==> config.mk <==
export PLATFORM = sky130hd
export DESIGN_NAME = vga_sync_gen
export DESIGN_NICKNAME = d
export VERILOG_FILES = /design/src/rtl/vga_sync_gen.sv
export SDC_FILE = /design/constraint.sdc
export NUM_CORES = 1
export LEC_CHECK = 0
export CAP_MARGIN = 20
export CORE_AREA = 2 2 45 88
export CTS_BUF_LIST = sky130_fd_sc_hd__clkbuf_8
export CTS_CLUSTER_SIZE = 28
export DETAILED_ROUTE_END_ITERATION = 12
export DIE_AREA = 0 0 47 90
export PLACE_DENSITY_LB_ADDON = 0.3
export SYNTH_ARGS = -nofsm -noshare
export SYNTH_HDL_FRONTEND = slang
export SYNTH_SLANG_ARGS = --single-unit
==> constraint.sdc <==
create_clock -name CLK -period 3.17 [get_ports CLK]
set_clock_uncertainty 0.05 [all_clocks]
set_input_delay 0.634 -clock CLK [delete_from_list [all_inputs] [get_ports CLK]]
set_output_delay 0.634 -clock CLK [all_outputs]
set_load 0.01 [all_outputs]
==> src/rtl/vga_sync_gen.sv <==
// Raster timing generator: X/Y counters with registered DE, HSYNC, VSYNC, PIX_CE, FRAME_START.
// Optional VGA_SYNC_PIPE_EN delays DE/HSYNC/VSYNC by one CE tick.
module vga_sync_gen #(
  parameter int   H_ACTIVE = 640,
  parameter int   H_FP     = 16,
  parameter int   H_SYNC   = 96,
  parameter int   H_BP     = 48,
  parameter int   V_ACTIVE = 480,
  parameter int   V_FP     = 10,
  parameter int   V_SYNC   = 2,
  parameter int   V_BP     = 33,
  parameter logic SYNC_POL = 1'b0,
  parameter int   CW       = 10
) (
  input  logic          CLK,
  input  logic          RESET,
  input  logic          CE,
  output logic [CW-1:0] X,
  output logic [CW-1:0] Y,
  output logic          DE,
  output logic          HSYNC,
  output logic          VSYNC,
  output logic          PIX_CE,
  output logic          FRAME_START
);

  localparam int H_TOTAL = H_ACTIVE + H_FP + H_SYNC + H_BP;
  localparam int V_TOTAL = V_ACTIVE + V_FP + V_SYNC + V_BP;

  localparam logic [CW-1:0] H_LAST = CW'(H_TOTAL - 1);
  localparam logic [CW-1:0] V_LAST = CW'(V_TOTAL - 1);
  localparam logic [CW-1:0] H_VIS  = CW'(H_ACTIVE);
  localparam logic [CW-1:0] V_VIS  = CW'(V_ACTIVE);
  localparam logic [CW-1:0] HS_BEG = CW'(H_ACTIVE + H_FP);
  localparam logic [CW-1:0] HS_END = CW'(H_ACTIVE + H_FP + H_SYNC);
  localparam logic [CW-1:0] VS_BEG = CW'(V_ACTIVE + V_FP);
  localparam logic [CW-1:0] VS_END = CW'(V_ACTIVE + V_FP + V_SYNC);

  logic [CW-1:0] x_nxt;
  logic [CW-1:0] y_nxt;
  logic          h_wrap;
  logic          de_nxt;
  logic          hs_nxt;
  logic          vs_nxt;
  logic          de_r;
  logic          hs_r;
  logic          vs_r;

  // Sync/DE decode from the next position keeps them aligned with X/Y
  always_comb begin
    h_wrap = (X == H_LAST);
    x_nxt  = h_wrap ? '0 : X + CW'(1);
    y_nxt  = Y;
    if (h_wrap)
      y_nxt = (Y == V_LAST) ? '0 : Y + CW'(1);
    de_nxt = (x_nxt < H_VIS) && (y_nxt < V_VIS);
    hs_nxt = (x_nxt >= HS_BEG && x_nxt < HS_END)
           ? SYNC_POL : ~SYNC_POL;
    vs_nxt = (y_nxt >= VS_BEG && y_nxt < VS_END)
           ? SYNC_POL : ~SYNC_POL;
  end

  always_ff @(posedge CLK or negedge RESET) begin
    if (!RESET) begin
      X           <= H_LAST;
      Y           <= V_LAST;
      de_r        <= 1'b0;
      hs_r        <= ~SYNC_POL;
      vs_r        <= ~SYNC_POL;
      PIX_CE      <= 1'b0;
      FRAME_START <= 1'b0;
    end else if (CE) begin
      X           <= x_nxt;
      Y           <= y_nxt;
      de_r        <= de_nxt;
      hs_r        <= hs_nxt;
      vs_r        <= vs_nxt;
      PIX_CE      <= de_nxt;
      FRAME_START <= (x_nxt == '0) && (y_nxt == '0);
    end else begin
      PIX_CE      <= 1'b0;
      FRAME_START <= 1'b0;
    end
  end

`ifdef VGA_SYNC_PIPE_EN
  always_ff @(posedge CLK or negedge RESET) begin
    if (!RESET) begin
      DE    <= 1'b0;
      HSYNC <= ~SYNC_POL;
      VSYNC <= ~SYNC_POL;
    end else if (CE) begin
      DE    <= de_r;
      HSYNC <= hs_r;
      VSYNC <= vs_r;
    end
  end
`else
  assign DE    = de_r;
  assign HSYNC = hs_r;
  assign VSYNC = vs_r;
`endif

endmodule

==> reports/results.ini <==
[placed_design]
place_congestion=0.916
dp_slack_ns=0.402
portBuffers=27
dp_cells=264
dp_hpwl_um=3350

[global_routing]
grt_usage_pct=23.7
overflow=0
grt_pass1_vias=1549
grt_start_max_net_pins=26
antenna_found_initial=0
grt_pass1_wl_um=7470

[layout]
finalNonFillerCells=268
final_common_cell=clkdlybuf4s50_1
nets=227
diodes=0
final_cell_mix=27 x clkdlybuf4s50_1, 21 x nand2_1, 15 x nor2_1, 13 x dfrtp_1
drive_gt1_share_pct=16.9
area_growth_syn_to_layout_pct=12.8

[clock_network]
cts_root_buf=clkbuf_8
htreeDepth=1
worstSkewPairLatency_ns=0.28
cts_tree=done
postCtsSetupBuffers=0
cts_made_buffers=3
holdBufCountCts=0
cts_sinks=25
clk_pin_slew_worst_paths_ns=0.09
cts-resized-gates=0
cts_buffer_depth=2

[sta]
finalSetupViolCount=0
rsz0062_at_grt=false
timing.setup.tns_ns=0
worstMarginPinSlew_ns=0.459
fin_ws_ns=0.363
relSlewSlack_pct=69.0
clock.fmax_mhz=356
min_period_over_period_pct=88.5
hold_viol_final=0
maxSlewViolCount=0
period_needed_ns=2.81

[min_path]
hold_path_class=reg2reg

[worst_setup_path]
crit_arrival_ns=2.95
endpoint_kind=register
critPathMaxFanout=9
start_kind=register
crit_type=reg2reg
required_ns=3.32

[power]
p_leak_nw=0.792
ir_worst_vdd_mv=0.315
p_total_mw=1.02
power_density_nw_per_um2=481

[drt]
first_iter_violations=79
wl_per_cell_um=16.7
antenna_left=0
num_vias=1561
drc=0
vias_per_cell=5.82
drtPass1Iterations=4
routed_wirelength_um=4470

[floorplanning]
initial_utilization_pct=52.6
dieArea_um2=4230
ios=28
core_area_um2=3570
die_x_um=47
dieHeight_um=90
rows=31

[synth]
synth_top_area_share_pct=17.3
synth-edff-count=0
yosysSeqAreaShare_pct=34.1
synth_nets=208
synthCells=201
synth_cell_types=53
ys_async_sr_fraction_pct=100
yosys_warnings=0
synth.avg_cell_area_um2=9.34
ys_top_cells_by_area=dfrtp_1 17%, dfstp_2 17%, xnor2_1 4.7%, buf_6 4.2%, nand2_1 4.2%
synth_seq_cells=25
synthFlopType=dfrtp_1
netlist_area_um2=1880
yosysTopAreaCell=dfrtp_1

[run]
maxCapViolCount=0

[outcome]
status=finished, final reports clean

[layout make-up]
cell class | count | area (um2)
Tap cell | 49 | 61.3
Timing Repair Buffer | 31 | 300
Fill cell | 327 | 1450
Clock buffer | 3 | 41.3
Sequential cell | 25 | 641
Inverter | 7 | 26.3
Multi-Input combinational cell | 152 | 1040
Clock inverter | 1 | 3.75
[power by group]
group	leakage (nW)	switching, mW	internal [mW]
clock	0.0269	0.104	0.0870
sequential	0.295	0.110	0.381
combinational	0.470	0.156	0.182
total	0.792	0.369	0.649
[layer usage]
metal	up-vias	GRT usage (%)	share of wire [%]
met3	8	2.01	2.1
met4	0	9.49	2.1
li1	761	-	-
met5	-	0	0
met1	756	28.6	39
met2	36	40.5	57
[registers in the layout (all words and copies together), names as in the netlist]
signal and cells:
Y 10, HSYNC 1, FRAME_START 1, VSYNC 1, X 10, DE 1, PIX_CE 1
[path summary, 6_finish.rpt]
| kind | start | to | slack, ns | cells past startpoint |
|---|---|---|---|---|
| hold / removal | HSYNC | HSYNC | 0.44 | 2 |
| setup reg to reg | X[0] | VSYNC | 0.36 | 7 |
| min in group asynchronous | RESET | X[5] | 0.65 | 2 |
| hold reg to reg | HSYNC | HSYNC | 0.44 | 2 |
| max in group asynchronous | RESET | Y[3] | 2.11 | 2 |
| setup / recovery | X[0] | VSYNC | 0.36 | 7 |
[cell families after synthesis]
| group | count (synthesis) | share of synthesized area (%) |
|---|---|---|
| buffers and inverters | 24 | 10.3 |
| AND/OR/NAND/NOR | 88 | 27.6 |
| XOR/XNOR | 15 | 7.00 |
| multiplexers | 6 | 3.47 |
| AO/OA/AOI/OAI | 38 | 14.3 |
| flip-flops | 25 | 34.1 |
| adder cells (fa/ha/maj) | 5 | 3.20 |
[Yosys cell counts (all sizes together), types with 3 or more instances]
cell	number
and3	3
inv	7
xor2	5
nor2b	3
nor4	6
nor3	5
clkbuf	10
nor4b	3
mux2	4
nor2	15
dfstp	12
or2	3
xnor2	10
nand3	11
dfrtp	13
buf	7
a21oi	3
ha	4
nand2	21
o21ai	12
and4	3
nand4	7
nor3b	3
[per-stage QoR]
stage / hold WS (ns) / instance area, um2 / util [%]
after floorplan: 0.288 / 1880 / -
after global placement: 0.429 / 2070 / 58.1
after detailed placement: 0.441 / 2070 / 58.1
after CTS: 0.455 / 2120 / 59.3
after global routing: 0.468 / 2120 / 59.3
final: 0.444 / 2120 / 59.3
[critical path, stage by stage, from the launching register on]
cell and delay (ns):
dfstp_2 0.61, ha_1 0.34, and4_1 0.37, nand3_2 0.17, o31a_2 0.38, a31oi_1 0.23
nand3_1 0.17, o41a_1 0.40
No activity file was read; power rests on OpenSTA's default activity.
